### config.mk
export PLATFORM = sky130hd
export DESIGN_NAME = if_id_buffer
export DESIGN_NICKNAME = d
export VERILOG_FILES = /design/src/rtl/if_id_buffer.sv
export SDC_FILE = /design/constraint.sdc
export NUM_CORES = 1
export LEC_CHECK = 0
export CAP_MARGIN = 10
export CORE_MARGIN = 3
export CORE_UTILIZATION = 55
export CTS_CLUSTER_SIZE = 25
export DETAILED_ROUTE_END_ITERATION = 8
export MAX_ROUTING_LAYER = met4
export PLACE_DENSITY = 0.88
export SLEW_MARGIN = 40
export SYNTH_ARGS = -nofsm -noshare
export SYNTH_HDL_FRONTEND = slang
export SYNTH_SLANG_ARGS = --single-unit
### constraint.sdc
create_clock -name clk -period 14.85 [get_ports clk]
set_input_delay 2.2275 -clock clk [delete_from_list [all_inputs] [get_ports clk]]
set_output_delay 2.2275 -clock clk [all_outputs]
set_load 0.005 [all_outputs]
### src/rtl/if_id_buffer.sv
// IF/ID decoupling FIFO between fetch and decode.
// Registered head output; NOP shown when empty, flush drops all entries.
module if_id_buffer #(
  parameter int unsigned            DATA_W    = 32,
  parameter int unsigned            PC_W      = 32,
  parameter int unsigned            DEPTH     = 4,
  parameter logic [DATA_W-1:0]      NOP_INSTR = '0
) (
  input  logic                          clk,
  input  logic                          reset,
  input  logic                          flush,
  input  logic                          in_valid,
  output logic                          in_ready,
  input  logic [DATA_W-1:0]             in_instr,
  input  logic [PC_W-1:0]               in_pc_plus4,
  output logic                          out_valid,
  input  logic                          out_ready,
  output logic [DATA_W-1:0]             out_instr,
  output logic [PC_W-1:0]               out_pc_plus4,
  output logic [$clog2(DEPTH+1)-1:0]    count
);

  localparam int unsigned AW = $clog2(DEPTH);
  localparam int unsigned CW = $clog2(DEPTH+1);
  localparam logic [CW-1:0] FULL = CW'(DEPTH);

  logic [DATA_W-1:0] r_instr [DEPTH];
  logic [PC_W-1:0]   r_pc    [DEPTH];
  logic [AW-1:0]     r_head;
  logic [AW-1:0]     r_tail;
  logic [CW-1:0]     r_count;

  logic w_push;
  logic w_pop;

  assign in_ready  = (r_count != FULL);
  assign out_valid = (r_count != '0);
  assign count     = r_count;

  assign w_push = in_valid && in_ready && !flush;
  assign w_pop  = out_valid && out_ready && !flush;

  // storage is never exposed while empty, so it needs no reset
  assign out_instr    = out_valid ? r_instr[r_head] : NOP_INSTR;
  assign out_pc_plus4 = out_valid ? r_pc[r_head]    : '0;

  always_ff @(posedge clk) begin
    if (w_push && !reset) begin
      r_instr[r_tail] <= in_instr;
      r_pc[r_tail]    <= in_pc_plus4;
    end
  end

  always_ff @(posedge clk) begin
    if (reset || flush) begin
      r_head  <= '0;
      r_tail  <= '0;
      r_count <= '0;
    end else begin
      if (w_push) r_tail <= r_tail + AW'(1);
      if (w_pop)  r_head <= r_head + AW'(1);
      unique case ({w_push, w_pop})
        2'b10:   r_count <= r_count + CW'(1);
        2'b01:   r_count <= r_count - CW'(1);
        default: r_count <= r_count;
      endcase
    end
  end

endmodule

Word level (Yosys, flattened, before mapping)
Memories as Yosys holds them, arrays and structs flattened. A register that Yosys moved wholly into a read port is not among the register bits.
Cells that the tools add are included.
{ "totals": {"regBits": 7, "ramBits": 256, "in_bits": 69, "output_inout_bits": 69, "word_cells": 31, "n_memories": 2} }
{ "memory_table": {"columns": ["name", "depth", "word_bits", "read_ports", "rd_ports_with_merged_regs", "write_ports", "line", "source"], "rows": [
  ["r_instr", 4, 32, 1, 1, 1, "27", "logic [DATA_W-1:0] r_instr [DEPTH];"],
  ["r_pc", 4, 32, 1, 1, 1, "28", "logic [PC_W-1:0] r_pc [DEPTH];"]
]} }
{ "op_classes": {"addsub": 4, "n_eq_ne": 3, "muxes": 9, "reduce_logical": 10} }
{ "ops": {"columns": ["cell", "count"], "rows": [
  ["32-bit 2-to-1 mux", 2],
  ["2-bit 2-to-1 mux", 4],
  ["3-bit one-hot mux with 2 select lines", 1],
  ["1-bit logical AND", 5],
  ["2-bit by 1-bit adder with 2-bit output (second input constant)", 2],
  ["3-bit by 1-bit adder with 3-bit output (second input constant)", 1],
  ["3-bit != test (second input constant)", 1],
  ["3-bit nonzero test", 1],
  ["3-bit by 1-bit subtractor with 3-bit output (second input constant)", 1],
  ["2-bit by 1-bit equality test with 1-bit output (second input constant)", 1],
  ["2-bit equality test (second input constant)", 1],
  ["1-bit zero test", 2],
  ["1-bit 2-to-1 mux", 2],
  ["2-bit nonzero test", 1],
  ["1-bit logical OR", 1]
]} }

Depth between registers and ports, before layout
{ "depth": {"ltp_word": 6, "mapped_depth": 8, "ltp_nobuf": 8} }

Least setup slack after synthesis
No wires, ideal clock.
{ "synth_timing": {"kind": "input to register", "start": "input flush", "end": "memory r_instr[1][0] (enable)", "setup_time_ns": 0.578, "arrival_ns": 7.254, "t_required_ns": 14.272, "setup_slack_ns": 7.018, "cell_stages": 2, "path_buffers": 0, "path_cell_list": "nand3b_2 > nor3b_1"} }
{ "synth_between": {"elab_chain_cells": 5} }
{ "synth_lines": {"columns": ["element", "line", "source"], "rows": [
  ["start, declared", "11", "input logic flush,"],
  ["1-bit zero test", "40", "assign w_push = in_valid && in_ready && !flush;"],
  ["1-bit logical AND", "40", null],
  ["1-bit logical AND", "48", "if (w_push && !reset) begin"],
  ["1-bit 2-to-1 mux", "48", null],
  ["1-bit 2-to-1 mux (not written as such)", "49", "r_instr[r_tail] <= in_instr;"],
  ["end, declared", "27", null]
]} }
Every way passes these cells.

==> metrics.yaml <==
synth:
  ys.flop_type: "edfxtp_1"
  synthDistinctLibCells: 26
  synthArstFlopShare: 0
  netlist_area_um2: 10220
  syn_inst: 458
  synth_xor_area_frac: 0.003427
  synthMuxAreaShare: 0.1444
  syn-num-nets: 533
  synth_edf_count: 256
  synthAdderAreaFrac: 0.008078
  yosysSeqAreaShare: 0.7696
  synthSimpleGateAreaFrac: 0.05031
  synth_top_family_by_area: "multiplexers"
  synth-compound-area-share: 0.003060
  synth_seq_cells: 265
  syn_area_per_cell_um2: 22.32
  yosysWarnings: 0
job:
  maxCapViolations: 0
die:
  pin_count: 138
  die_w_um: 142.3
  core_um2: 18090
  floorplan.initialDensity: 0.5652
  die_h_um: 142.3
  num_rows: 49
  die_area_um2: 20260
setup_path:
  cp.arrival_ps: 3010
  r2r_setup_slack_ps: 12270
  worstSetupPathType: "flop to output pin"
  path_max_fanout: 38
  end_kind: "output pin"
  crit_path_start_kind: "flop"
  crit_required_ps: 12620
grt:
  antenna_found_initial: 0
  grt_pass1_wl_mm: 29.66
  gr-usage-met3: 0.02957
  grt_pass1_vias: 5231
  use_met1: 0.2624
  busiest_layer: "met2"
  grt_overflow: 0
  grt_max_degree: 66
  grtUsageTotal: 0.1967
  met2_usage: 0.3247
final_layout:
  area_growth_pct: 22.81
  final_cell_mix: "edfxtp_1, clkdlybuf4s50_1, and2_1"
  postLayoutCellArea_um2: 12550
  mostFrequentLayoutCell: "edfxtp_1"
  utilization: 0.6942
  drive_gt1_frac: 0.1754
  fin_nets: 686
  insertedDiodeCount: 0
  n_fill_cell: 1081
routing:
  viasPerCell: 5.680
  routed_wl_mm: 19.05
  drt_first_pass_iters: 4
  via_count: 4862
  ant_nets: 0
  drcViolationCount: 0
  wl_per_cell_um: 22.25
  drtIter0Drc: 312
place:
  dpl-instance-area_um2: 11800
  hpwl_mm: 11.37
  numPortBuffers: 137
  place_congestion: 0.7539
sta:
  relSlewSlack: 0.4941
  worst_slew_pin_slew_ps: 758.9
  finClkSkew_ps: 11.40
  maxSlewViolCount: 0
  setup_viol: 0
  max_freq_mhz: 190.8
  setup_tns_ps: 0
  period_share: 0.3529
  rsz0062_at_grt: "false"
  period_minus_slack_ps: 5240
  hold_viol: 0
clock_tree:
  numCtsBuffers: 26
  holdBufCountCts: 0
  cts_setup_buffers: 0
  cts_sinks: 265
  cts_root_buffer: "clkbuf_16"
  htree_levels: 1
  cts_tree: "yes"
  path_clk_slew_ps: 60
  clockBufferDepth: 3
  ctsResizeCount: 0
  worstSkewPairLatency_ps: 510
pwr:
  power_density_nw_per_um2: 116.9
  p_switching_mw: 0.2759
  intPower_mw: 1.191
  combPwrFrac: 0.041
  p_leak_nw: 3.949
  ir_drop_uv: 90.93
  p_clk_frac: 0.394
  power.share.sequential: 0.565
  swShare: 0.1880
min_path:
  min_path_type: "flop to flop"
outcome:
  status: "finished, final reports clean"
-- cells in the mapped netlist (all sizes together) (2+ instances only) --
| cell | count | area (um2) |
|---|---|---|
| a21oi | 2 | 10.01 |
| and2 | 64 | 400.4 |
| buf | 13 | 161.4 |
| clkbuf | 9 | 35.03 |
| dfxtp | 9 | 180.2 |
| edfxtp | 256 | 7687 |
| ha | 5 | 62.56 |
| inv | 5 | 18.77 |
| mux2i | 2 | 20.02 |
| mux4 | 64 | 1456 |
| nand2 | 4 | 15.01 |
| nor2 | 8 | 30.03 |
| nor3b | 4 | 30.03 |
| or3 | 2 | 12.51 |
| xor2 | 4 | 35.03 |
-- power groups by stage --
stage	logic (mW)	clock network [mW]	registers (mW)
detailed placement	0.0612	0	0.845
CTS	0.0616	0.591	0.829
global placement	0.0582	0	0.844
global route	0.0656	0.617	0.829
floorplan	0.0205	0	0.845
finish	0.0608	0.578	0.829
-- final cells by class --
class,instances,area (um2),share of cell area
Tap cell,229,286.5,0.02282
Timing Repair Buffer,147,1463,0.1165
Clock inverter,10,45.04,0.003588
Clock buffer,34,701.9,0.05591
Sequential cell,265,7875,0.6273
Multi-Input combinational cell,166,2165,0.1724
Inverter,5,18.77,0.001495
-- sequential cells by signal, summed over array words and instances (netlist names), named ones only --
name,cells
r_tail,2
r_pc,128
r_head,2
r_instr,128
count,3
-- routing by layer --
metal	part of all wire	wire, um
met3	0.064	1211
met5	0	0
met2	0.52	9861
met4	0.021	403
met1	0.40	7572
-- final timing paths --
path | from | to | depth (start not counted)
max | flop | out_instr[0] | 4
min | r_tail[1] | r_tail[1] | 2
max reg2reg | count[2] | count[2] | 8
min reg2reg | r_tail[1] | r_tail[1] | 2
-- metrics by stage --
| stage | power, mW | cells | hold slack (ps) | setup WS, ps |
|---|---|---|---|---|
| 3_3_place_gp | 0.9022 | 811 | 478.8 | 9852 |
| 6_report | 1.467 | 856 | 515.4 | 9610 |
| 4_1_cts | 1.482 | 856 | 514.7 | 9303 |
| 3_5_place_dp | 0.9059 | 812 | 506.4 | 9848 |
| 5_1_grt | 1.512 | 856 | 532.1 | 9377 |
| 2_1_floorplan | 0.8655 | 458 | 470.9 | 7018 |
-- critical path, cell delays in order, from the launching register on --
cell and delay (ps):
dfxtp_4 690, buf_6 520, mux4_1 610, and2_1 170
clkdlybuf4s50_1 440
-- logic make-up (layout without fill, tap and decap cells) --
logic type	Yosys count	after routing
buf+inv	27	196
xor+xnor	4	4
fa+ha+maj	6	6
simple gates	85	85
compound gates	5	5
flops	265	265
mux	66	66
No activity file was read; power rests on OpenSTA's default activity.
